$ cat config.mk
export PLATFORM = sky130hd
export DESIGN_NAME = ir_cmd_decoder
export DESIGN_NICKNAME = d
export VERILOG_FILES = /design/src/rtl/ir_cmd_decoder.sv
export SDC_FILE = /design/constraint.sdc
export NUM_CORES = 1
export LEC_CHECK = 0
export ABC_AREA = 1
export CAP_MARGIN = 20
export CORE_MARGIN = 2
export CORE_UTILIZATION = 46
export CTS_CLUSTER_SIZE = 16
export DETAILED_ROUTE_END_ITERATION = 12
export GPL_TIMING_DRIVEN = 0
export PLACE_DENSITY = 0.75
export SLEW_MARGIN = 20
export SYNTH_ARGS = -nofsm -noshare
export SYNTH_HDL_FRONTEND = slang
export SYNTH_SLANG_ARGS = --single-unit
$ cat constraint.sdc
create_clock -name clk -period 1.85 [get_ports clk]
set_clock_uncertainty 0.1 [all_clocks]
set_input_delay 0.4625 -clock clk [delete_from_list [all_inputs] [get_ports clk]]
set_output_delay 0.4625 -clock clk [all_outputs]
set_load 0.03 [all_outputs]
$ cat src/rtl/ir_cmd_decoder.sv
// ir_cmd_decoder: NEC IR frame to one-hot motor command with validation, dead-man timeout and update channel
// Ports: clk, rst (sync, active-high); data_ready/ir_data from IR receiver;
//   cmd (one-hot), motor_stat (encoded); upd_valid/upd_ready/upd_byte status handshake;
//   err_count (saturating rejected-frame count).
// Option: define IR_ADDR_CHECK_EN to also require ir_data[15:0] == ADDR.
module ir_cmd_decoder #(
  parameter int TIMEOUT_CYCLES = 12_500_000,
  parameter logic [15:0] ADDR = 16'h7F80
) (
  input  logic        clk,
  input  logic        rst,
  input  logic        data_ready,
  input  logic [31:0] ir_data,
  output logic [7:0]  cmd,
  output logic [2:0]  motor_stat,
  output logic        upd_valid,
  input  logic        upd_ready,
  output logic [7:0]  upd_byte,
  output logic [7:0]  err_count
);
  localparam int TW = $clog2(TIMEOUT_CYCLES);
  localparam logic [TW-1:0] T_LAST = TW'(TIMEOUT_CYCLES - 1);
`ifdef IR_ADDR_CHECK_EN
  localparam bit ADDR_CHECK = 1'b1;
`else
  localparam bit ADDR_CHECK = 1'b0;
`endif
  typedef enum logic {IDLE, ACTIVE} state_t;
  state_t r_state, w_state_nxt;
  logic r_dr_q, r_chk_q, r_upd_valid;
  logic [31:0] r_frame_q;
  logic [TW-1:0] r_timer, w_timer_nxt;
  logic [7:0] r_cmd, w_cmd_nxt, r_upd_byte, r_err, w_key, w_map_cmd;
  logic [2:0] r_stat, w_stat_nxt, w_map_stat;
  logic w_event, w_frame_ok, w_valid, w_err, w_change;
  assign w_event = data_ready & ~r_dr_q;
  assign w_key = r_frame_q[23:16];
  // With the address check compiled out the custom-code compare folds away.
  assign w_frame_ok = r_frame_q[31:24] == ~w_key && (r_frame_q[15:0] == ADDR || !ADDR_CHECK);
  assign w_valid = r_chk_q & w_frame_ok;
  assign w_err = r_chk_q & ~w_frame_ok;
  assign w_map_stat = w_key == 8'h02 ? 3'd1 :
                      w_key == 8'h04 ? 3'd2 :
                      w_key == 8'h05 ? 3'd3 :
                      w_key == 8'h06 ? 3'd4 :
                      w_key == 8'h08 ? 3'd5 : 3'd0;
  assign w_map_cmd = w_key == 8'h02 ? 8'h02 :
                     w_key == 8'h04 ? 8'h08 :
                     w_key == 8'h05 ? 8'h10 :
                     w_key == 8'h06 ? 8'h20 :
                     w_key == 8'h08 ? 8'h80 : 8'h00;
  // A validated frame takes priority over an expiry on the same cycle.
  always_comb begin
    w_state_nxt = r_state;
    w_cmd_nxt = r_cmd;
    w_stat_nxt = r_stat;
    w_timer_nxt = r_state == ACTIVE ? r_timer + 1'b1 : '0;
    if (w_valid) begin
      w_cmd_nxt = w_map_cmd;
      w_stat_nxt = w_map_stat;
      w_timer_nxt = '0;
      w_state_nxt = w_map_cmd != 8'h00 ? ACTIVE : IDLE;
    end else if (r_state == ACTIVE && r_timer == T_LAST) begin
      w_cmd_nxt = 8'h00;
      w_stat_nxt = 3'd0;
      w_timer_nxt = '0;
      w_state_nxt = IDLE;
    end
  end
  assign w_change = w_cmd_nxt != r_cmd;
  always_ff @(posedge clk) begin
    if (rst) begin
      r_state <= IDLE;
      r_dr_q <= 1'b0;
      r_chk_q <= 1'b0;
      r_frame_q <= '0;
      r_timer <= '0;
      r_cmd <= 8'h00;
      r_stat <= 3'd0;
      r_upd_valid <= 1'b0;
      r_upd_byte <= 8'h00;
      r_err <= 8'h00;
    end else begin
      r_state <= w_state_nxt;
      r_dr_q <= data_ready;
      r_chk_q <= w_event;
      if (w_event) r_frame_q <= ir_data;
      r_timer <= w_timer_nxt;
      r_cmd <= w_cmd_nxt;
      r_stat <= w_stat_nxt;
      // A change on the transfer cycle keeps valid high with the newer byte.
      r_upd_valid <= w_change | (r_upd_valid & ~upd_ready);
      if (w_change) r_upd_byte <= {4'b0000, w_stat_nxt, 1'b1};
      if (w_err) r_err <= r_err + {7'd0, r_err != 8'hFF};
    end
  end
  assign cmd = r_cmd;
  assign motor_stat = r_stat;
  assign upd_valid = r_upd_valid;
  assign upd_byte = r_upd_byte;
  assign err_count = r_err;
endmodule

---- Word level (Yosys, flattened, before mapping) ----
Cells that the tools add are included.
Widths: inputs -> output; s select.
word-level totals
  bits in registers ....................... 83
  bits in latches ......................... 0
  RAM bits ................................ 0
  ROM bits ................................ 0
  bits of input ports ..................... 36
  output and inout bits ................... 28
  logic and storage cells ................. 52
  memories ................................ 0
operators by class
  add/subtract/negate cells ............... 2
  $mul .................................... 0
  divide/modulo/power cells ............... 0
  $lt $le $gt $ge ......................... 0
  equality and inequality tests ........... 9
  shift-type cells ........................ 0
  muxes and demuxes ....................... 17
  bitwise operators ....................... 10
  reduce and logical (&&, ||, !) cells .... 4
operator list
  cell                   number
  $mux 8                 7
  $add 24x1->24 const B  1
  $eq 24x24->1 const B   1
  $eq 8x3->1 const B     3
  $mux 3                 7
  $add 8x1->8            1
  $eq 8x2->1 const B     1
  $eq 8x4->1 const B     1
  $eq 8x8->1             1
  $ne 8x8->1             1
  $ne 8x8->1 const B     1
  $not 8->8              1
  $reduce_bool 8->1      1
  $and 1x1->1            4
  $not 1->1              4
  $reduce_or 4->1        1
  $mux 1                 3
  $reduce_bool 2->1      1
  $logic_and 1x1->1      1
  $or 1x1->1             1

---- Logic depth before layout (Yosys ltp) ----
Gate-level depths: netlist of the first run.
  depth after elaboration ................. 9
  gate-level depth with buffers ........... 15
  depth with buffers taken out ............ 15

---- Least setup slack after synthesis of the first run ----
OpenSTA, ideal clock, no wires.
  path kind ............................... register to register
  start point ............................. reg r_err[2], in the netlist err_count[2]
  end point ............................... reg r_err[4], in the netlist err_count[4]
  data arrival time ....................... 1.743 ns
  required time ........................... 1.618 ns
  setup slack ............................. -0.125 ns
  cell stages (with the launch flop) ...... 11
  path buffers ............................ 0
  cell sequence ........................... dfxtp_1 -> inv_1 -> nor3_1 -> nand3_1 -> nand3b_1 -> ha_1 -> ha_1 -> inv_1 -> nor3_1 -> a21oi_1 -> a211oi_1
between the ends
  cells in the longest elaborated chain, start to end .. 2
ends and longest elaborated chain
  what                    line  text
  from (decl)             33    logic [7:0] r_cmd, w_cmd_nxt, r_upd_byte, r_err, w_key, w_map_cmd;
  from (signal assigned)  94    if (w_err) r_err <= r_err + {7'd0, r_err != 8'hFF};
  $ne 8x8->1              94
  $add 8x1->8 *           94
Mark *: on every way between the ends. The rest lies on a longest branch, timed or not.
A chain may end at the register's enable or synchronous reset.

---- Final worst setup path of the first run ----
  start point ............................. reg r_timer[0]
  end point ............................... reg r_upd_byte[1], in the netlist upd_byte[1]
between the ends
  cells in the longest elaborated chain, start to end .. 5
  elaborated cells between the ends (all ways) .. 7
  those cells by class .................... eq/ne: 2; mux: 4; reduce/logical: 1
ends and longest elaborated chain
  what                    line  text
  from (decl)             32    logic [TW-1:0] r_timer, w_timer_nxt;
  from (signal assigned)  88    r_timer <= w_timer_nxt;
  $eq 24x24->1 *          63    end else if (r_state == ACTIVE && r_timer == T_LAST) begin
  $logic_and 1x1->1 *     63
  $mux 8                  63
  $mux 8                  58    if (w_valid) begin
  $ne 8x8->1              70    assign w_change = w_cmd_nxt != r_cmd;
  to (signal assigned)    93    if (w_change) r_upd_byte <= {4'b0000, w_stat_nxt, 1'b1};
  to (decl)               33
Marked as above.

==> flow_metrics.env, run 1 <==
export IMPL_crit_buf_inv=2
export IMPL_cts_max_path_buffers=2
export IMPL_hold_end="cmd[2]"
export IMPL_crit_path_end_kind="flip-flop"
export IMPL_routedWlPerCell_um=13.5
export IMPL_setup_tns_ns=-1.50
export IMPL_dp_hpwl_um=5160
export IMPL_rr_worst_depth=13
export IMPL_post_route_util=0.689
export IMPL_stdcell_count=640
export IMPL_synth_cell_types=31
export IMPL_slowest_delay_ns=0.36
export IMPL_cts_buffers=9
export IMPL_path_delay_family="simple AND/OR/NAND/NOR gates"
export IMPL_first_iter_violations=167
export IMPL_post_place_cells=585
export IMPL_grt_remaining_overflow=0
export IMPL_final_common_cell="nand2_1"
export IMPL_power_leakage_uw=0.00193
export IMPL_portBuffers=43
export IMPL_gp_congestion=0.849
export IMPL_die_h_um=87.0
export IMPL_p_per_area_nw_per_um2=670
export IMPL_hold_path_startpoint="cmd[2]"
export IMPL_vdd_drop_max_v=0.000394
export IMPL_setup_viol=26
export IMPL_clkSinkCount=67
export IMPL_clk_pin_slew_ns=0.07
export IMPL_grt_max_degree=12
export IMPL_totalWireLength_um=8650
export IMPL_antenna_found_initial=0
export IMPL_hold_viol_final=0
export IMPL_violations="setup timing"
export IMPL_core_region_area_um2=6720
export IMPL_final_min_clock_period_ns=2.00
export IMPL_grt_pass1_vias=3149
export IMPL_syn_area_per_cell_um2=6.91
export IMPL_cp_start_kind="flip-flop"
export IMPL_num_antenna_cells=0
export IMPL_cp_slowest_cell="dfxtp_2"
export IMPL_crit_required_ns=2.00
export IMPL_remaining_drc_errors=0
export IMPL_rows=30
export IMPL_fin_ws_ns=-0.150
export IMPL_fmax_mhz=500
export IMPL_ctsHoldBuffers=0
export IMPL_fin_crit_sh=1.08
export IMPL_start_util=0.472
export IMPL_tightest_slew_ns=0.525
export IMPL_final_net_count=594
export IMPL_drt_pre_antenna_iters=4
export IMPL_areaGrowthSynthToFinish_pct=46.0
export IMPL_crit_chain="ha_4 > nand3_4 > buf_4 > buf_4 > nor2_1 > nand2_2 > nand2_4 > nand3_1 > nand2_1 > nor2_4 > nand3_4 > and2_4 > nor2_1"
export IMPL_worst_path_max_fanout=7
export IMPL_grt_usage=0.224
export IMPL_slew_headroom=0.646
export IMPL_cap_viol_max_count=0
export IMPL_r2r_slack_ns=-0.15
export IMPL_hold_class="reg2reg"
export IMPL_synth_yosys_seq_area_share=0.423
export IMPL_grt_pass1_wl_um=13400
export IMPL_ant_nets=0
export IMPL_die_w_um=87.0
export IMPL_die_area_um2=7570
export IMPL_yosysWarnings=0
export IMPL_min_delay_path_depth=2
export IMPL_drive_gt1_frac=0.309
export IMPL_vias=3369
export IMPL_slew_viol_final=0
export IMPL_status="complete, but fails checks"
export IMPL_total_power_uw=3100
export IMPL_htreeDepth=3
export IMPL_synth_area_um2=3170
export IMPL_cts_tree="done"
export IMPL_timing_rr_end="upd_byte[1]"
export IMPL_crit_type="reg2reg"
export IMPL_regToRegStartpoint="r_timer[0]"
export IMPL_worstPathArrival_ns=2.15
export IMPL_mostFrequentLayoutCells="72 x nand2_1, 49 x dfxtp_1, 48 x inv_1"
export IMPL_syn_inst=459
export IMPL_clkLatencyLatePin_ns=0.35
export IMPL_synth_seq_cells=67
export IMPL_vias_per_cell=5.26
export IMPL_ctsRootBufferMaster="clkbuf_8"
export IMPL_post_place_ws_ns=-0.320
export IMPL_rsz0062_at_grt="true"
export IMPL_pin_count=64
report_power, final:
part	switching, uW	internal [uW]
logic	170	120
clock network	559	750
registers	25.9	1480
total	755	2350
tightest hold or removal path, stage by stage (launching register included):
cell and delay (ns):
dfxtp_1 0.32, nand2_1 0.06, nor2_1 0.04
Yosys cell counts, drive strengths merged:
cell,instances,share of area
a2bb2oi,1,0.0028
nor3b,4,0.0095
nand3,25,0.046
nor2,70,0.086
a211oi,1,0.0024
nand4,20,0.041
inv,66,0.078
a21oi,35,0.055
nor3,12,0.021
clkbuf,8,0.0095
and2,1,0.0020
o21ai,28,0.044
ha,3,0.012
nor4,4,0.0079
dfxtp,67,0.42
nand2,95,0.11
o21a,2,0.0047
xnor2,2,0.0055
buf,6,0.013
xor2,5,0.014
conb,1,0.0012
o31ai,2,0.0047
nand3b,1,0.0024
state kept, by name, summed over array words and instances (netlist names), 3 cells and up:
name,count
r_timer,24
r_frame_q,16
motor_stat,3
err_count,8
cmd,8
upd_byte,4
area by class of cell:
| type | count | area [um2] |
|---|---|---|
| Sequential cell | 67 | 1370 |
| Timing Repair Buffer | 83 | 753 |
| Tap cell | 80 | 100 |
| Clock buffer | 10 | 128 |
| Buffer | 13 | 78.8 |
| Fill cell | 553 | 2090 |
| Inverter | 66 | 260 |
| Multi-Input combinational cell | 315 | 1860 |
| Clock inverter | 6 | 80.1 |
metrics by stage:
stage	hold WS, ns	cell area, um2
after floorplan	0.320	3200
final	0.362	4630
after global placement	0.333	3730
after detailed placement	0.339	3730
after CTS	0.357	4350
after global routing	0.391	4630
what timing repair did:
| item | CTS | global route |
|---|---|---|
| buffers inserted | 31 | 15 |
| pin swaps | 33 | 41 |
| gates cloned | 0 | 1 |
| endpoints found under the setup margin | 50 | 41 |
| gates resized for setup | 89 | 69 |
kinds of logic after synthesis:
group	synth area share
AO/OA/AOI/OAI	0.114
XOR/XNOR	0.0193
adder cells (fa/ha/maj)	0.0118
buffers and inverters	0.100
flip-flops	0.423
other	0.00118
AND/OR/NAND/NOR	0.330
worst max path at each step:
stage | end | cells after the start | start
global placement | r_timer[18] | 13 | r_frame_q[22]
detailed placement | r_timer[22] | 11 | r_timer[0]
floorplan | err_count[4] | 10 | err_count[2]
global route | r_timer[22] | 13 | r_timer[0]
CTS | r_timer[20] | 12 | r_timer[1]
finish | upd_byte[1] | 13 | r_timer[0]
metal layers:
| layer | global-route usage | up-vias | share of wire |
|---|---|---|---|
| met5 | 0 | - | 0 |
| met3 | 0.0427 | 16 | 0.042 |
| met1 | 0.245 | 1590 | 0.40 |
| met4 | 0.114 | 0 | 0.016 |
| li1 | - | 1678 | - |
| met2 | 0.407 | 85 | 0.54 |
Power figures use the tool's default switching activity.
==> run 2: changes to the inputs <==
--- a/config.mk
+++ b/config.mk
@@ -7,11 +7,11 @@
 export LEC_CHECK = 0
 export ABC_AREA = 1
 export CAP_MARGIN = 20
+export CORE_ASPECT_RATIO = 1.5
 export CORE_MARGIN = 2
 export CORE_UTILIZATION = 46
 export CTS_CLUSTER_SIZE = 16
 export DETAILED_ROUTE_END_ITERATION = 12
-export GPL_TIMING_DRIVEN = 0
 export PLACE_DENSITY = 0.75
 export SLEW_MARGIN = 20
 export SYNTH_ARGS = -nofsm -noshare
==> run 2 against run 1 <==
The flow still finishes with violations (setup timing). Routed wire length is 12% higher. Die area grew 0.18%. First-iteration DRC count rose by 38%. Non-clock buffer count rose by 34. Combinational power rose by 18%. Register-to-register slack got worse by 0.02 ns. Worst hold slack better by 0.0081 ns. Design area up 8.0%. Clock power rose by 28%. Critical path type unchanged. Critical endpoint is now r_timer[22]. Largest cell class unchanged.
==> flow_metrics.env, run 2 (same netlist as run 1, synthesis figures left out) <==
export IMPL_status="complete, but fails checks"
export IMPL_violations="setup timing"
export IMPL_routedWlPerCell_um=14.5
export IMPL_core_region_area_um2=6760
export IMPL_pwr_share_seq=0.426
export IMPL_drt_pre_antenna_iters=5
export IMPL_netSwitchingPower_uw=820
export IMPL_cp_start_kind="flip-flop"
export IMPL_min_delay_path_depth=2
export IMPL_p_comb_frac=0.097
export IMPL_top_regs="r_timer (24), r_frame_q (16)"
export IMPL_pin_count=64
export IMPL_htreeDepth=3
export IMPL_vdd_drop_max_v=0.000623
export IMPL_hold_class="reg2reg"
export IMPL_p_int_uw=2710
export IMPL_p_clk_frac=0.477
export IMPL_ctsRootBufferMaster="clkbuf_8"
export IMPL_slew_viol_final=0
export IMPL_r2r_slack_ns=-0.17
export IMPL_fin_hold_ws_ns=0.370
export IMPL_crit_type="reg2reg"
export IMPL_remaining_drc_errors=0
export IMPL_clk_pin_slew_ns=0.08
export IMPL_grt_pass1_vias=3447
export IMPL_totalWireLength_um=9730
export IMPL_grt_usage=0.241
export IMPL_timing_rr_end="r_timer[22]"
export IMPL_crit_required_ns=2.03
export IMPL_rows=37
export IMPL_die_w_um=71.8
export IMPL_dp_hpwl_um=5830
export IMPL_post_place_ws_ns=-0.216
export IMPL_fmax_mhz=496
export IMPL_fin_ws_ns=-0.166
export IMPL_num_antenna_cells=0
export IMPL_clkLatencyLatePin_ns=0.35
export IMPL_crit_path_end_kind="flip-flop"
export IMPL_cts_tree="done"
export IMPL_final_common_cell="buf_4"
export IMPL_grt_remaining_overflow=0
export IMPL_rr_worst_depth=11
export IMPL_switching_share=0.232
export IMPL_vias=3564
export IMPL_setup_viol=19
export IMPL_vias_per_cell=5.30
export IMPL_cap_viol_max_count=0
export IMPL_ant_nets=0
export IMPL_portBuffers=43
export IMPL_hold_path_startpoint="upd_byte[0]"
export IMPL_regToRegStartpoint="r_timer[0]"
export IMPL_final_net_count=628
export IMPL_mostFrequentLayoutCells="75 x buf_4, 73 x nand2_1, 49 x inv_1"
export IMPL_p_per_area_nw_per_um2=706
export IMPL_grt_max_degree=31
export IMPL_grt_pass1_wl_um=14700
export IMPL_final_min_clock_period_ns=2.02
export IMPL_power_leakage_uw=0.00212
export IMPL_worst_path_max_fanout=3
export IMPL_regMostFlops="r_timer"
export IMPL_cts_buffers=9
export IMPL_die_h_um=106
export IMPL_setup_tns_ns=-1.48
export IMPL_fill_cells=455
export IMPL_antenna_found_initial=0
export IMPL_hold_viol_final=0
export IMPL_die_area_um2=7590
export IMPL_areaGrowthSynthToFinish_pct=57.7
export IMPL_worstPathArrival_ns=2.20
export IMPL_start_util=0.469
export IMPL_hold_end="upd_byte[0]"
export IMPL_largest_reg_flops=24
export IMPL_gp_congestion=0.888
export IMPL_rsz0062_at_grt="true"
export IMPL_drive_gt1_frac=0.374
export IMPL_clkSinkCount=67
export IMPL_cts_max_path_buffers=2
export IMPL_first_iter_violations=231
export IMPL_fin_crit_sh=1.09
==> run 2: how the worst max path moves through the flow <==
stage | from | end | cells past startpoint
3_5_place_dp | r_timer[0] | r_timer[22] | 11
5_1_grt | r_frame_q[19] | upd_valid | 12
3_3_place_gp | r_frame_q[23] | upd_byte[0] | 13
4_1_cts | r_timer[0] | r_timer[20] | 12
2_1_floorplan | err_count[2] | err_count[4] | 10
6_report | r_timer[0] | r_timer[22] | 11
==> run 2: worst max-delay path, stage by stage, from the launching register on <==
cell and delay [ns]:
dfxtp_2 0.36, ha_4 0.15, nand3_4 0.09, nor2_4 0.12
nand4_1 0.13, nor2_2 0.19, nand2_1 0.09, nor2_2 0.13
nand3_2 0.14, nor2_2 0.19, nand3_1 0.10, a21oi_1 0.16
==> run 2: layout make-up <==
type                    count  area, um2  share of cell area
clock buffers              10        138              0.0275
clock inverters             6        136              0.0273
multi-input cells         315       1870               0.373
repair buffers            130       1130               0.226
flip-flops and latches     67       1370               0.275
well taps                  78       97.6              0.0195
inverters                  66        262              0.0523
==> run 2: routing by layer <==
metal | wire length (um) | track usage | vias up | share of wire
li1 | - | - | 1736 | -
met1 | 3290 | 0.239 | 1660 | 0.34
met2 | 5660 | 0.457 | 129 | 0.58
met3 | 378 | 0.0440 | 39 | 0.039
met4 | 402 | 0.131 | 0 | 0.041
met5 | 0 | 0 | - | 0
==> run 2: power groups by stage <==
stage / combinational [uW] / clock, uW / sequential [uW]
after floorplan: 144 / 0 / 1530
after global placement: 280 / 0 / 1530
after detailed placement: 287 / 0 / 1530
after CTS: 303 / 1680 / 1500
after global routing: 378 / 1760 / 1510
final: 343 / 1680 / 1500
==> run 2: through the flow <==
step | std cells | instance area [um2] | total power, uW | util
detailed placement | 635 | 4180 | 1820 | 0.618
CTS | 663 | 4650 | 3480 | 0.688
global placement | 635 | 4180 | 1810 | 0.618
floorplan | 462 | 3200 | 1670 | -
finish | 672 | 5000 | 3530 | 0.740
global route | 672 | 5000 | 3640 | 0.740
==> run 2: repair_timing <==
item / CTS / global route
cloned: 0 / 0
setup endpoints to repair: 38 / 46
resized for setup: 66 / 92
pin swaps: 18 / 37
setup buffers: 12 / 10
hold buffers: 0 / 0
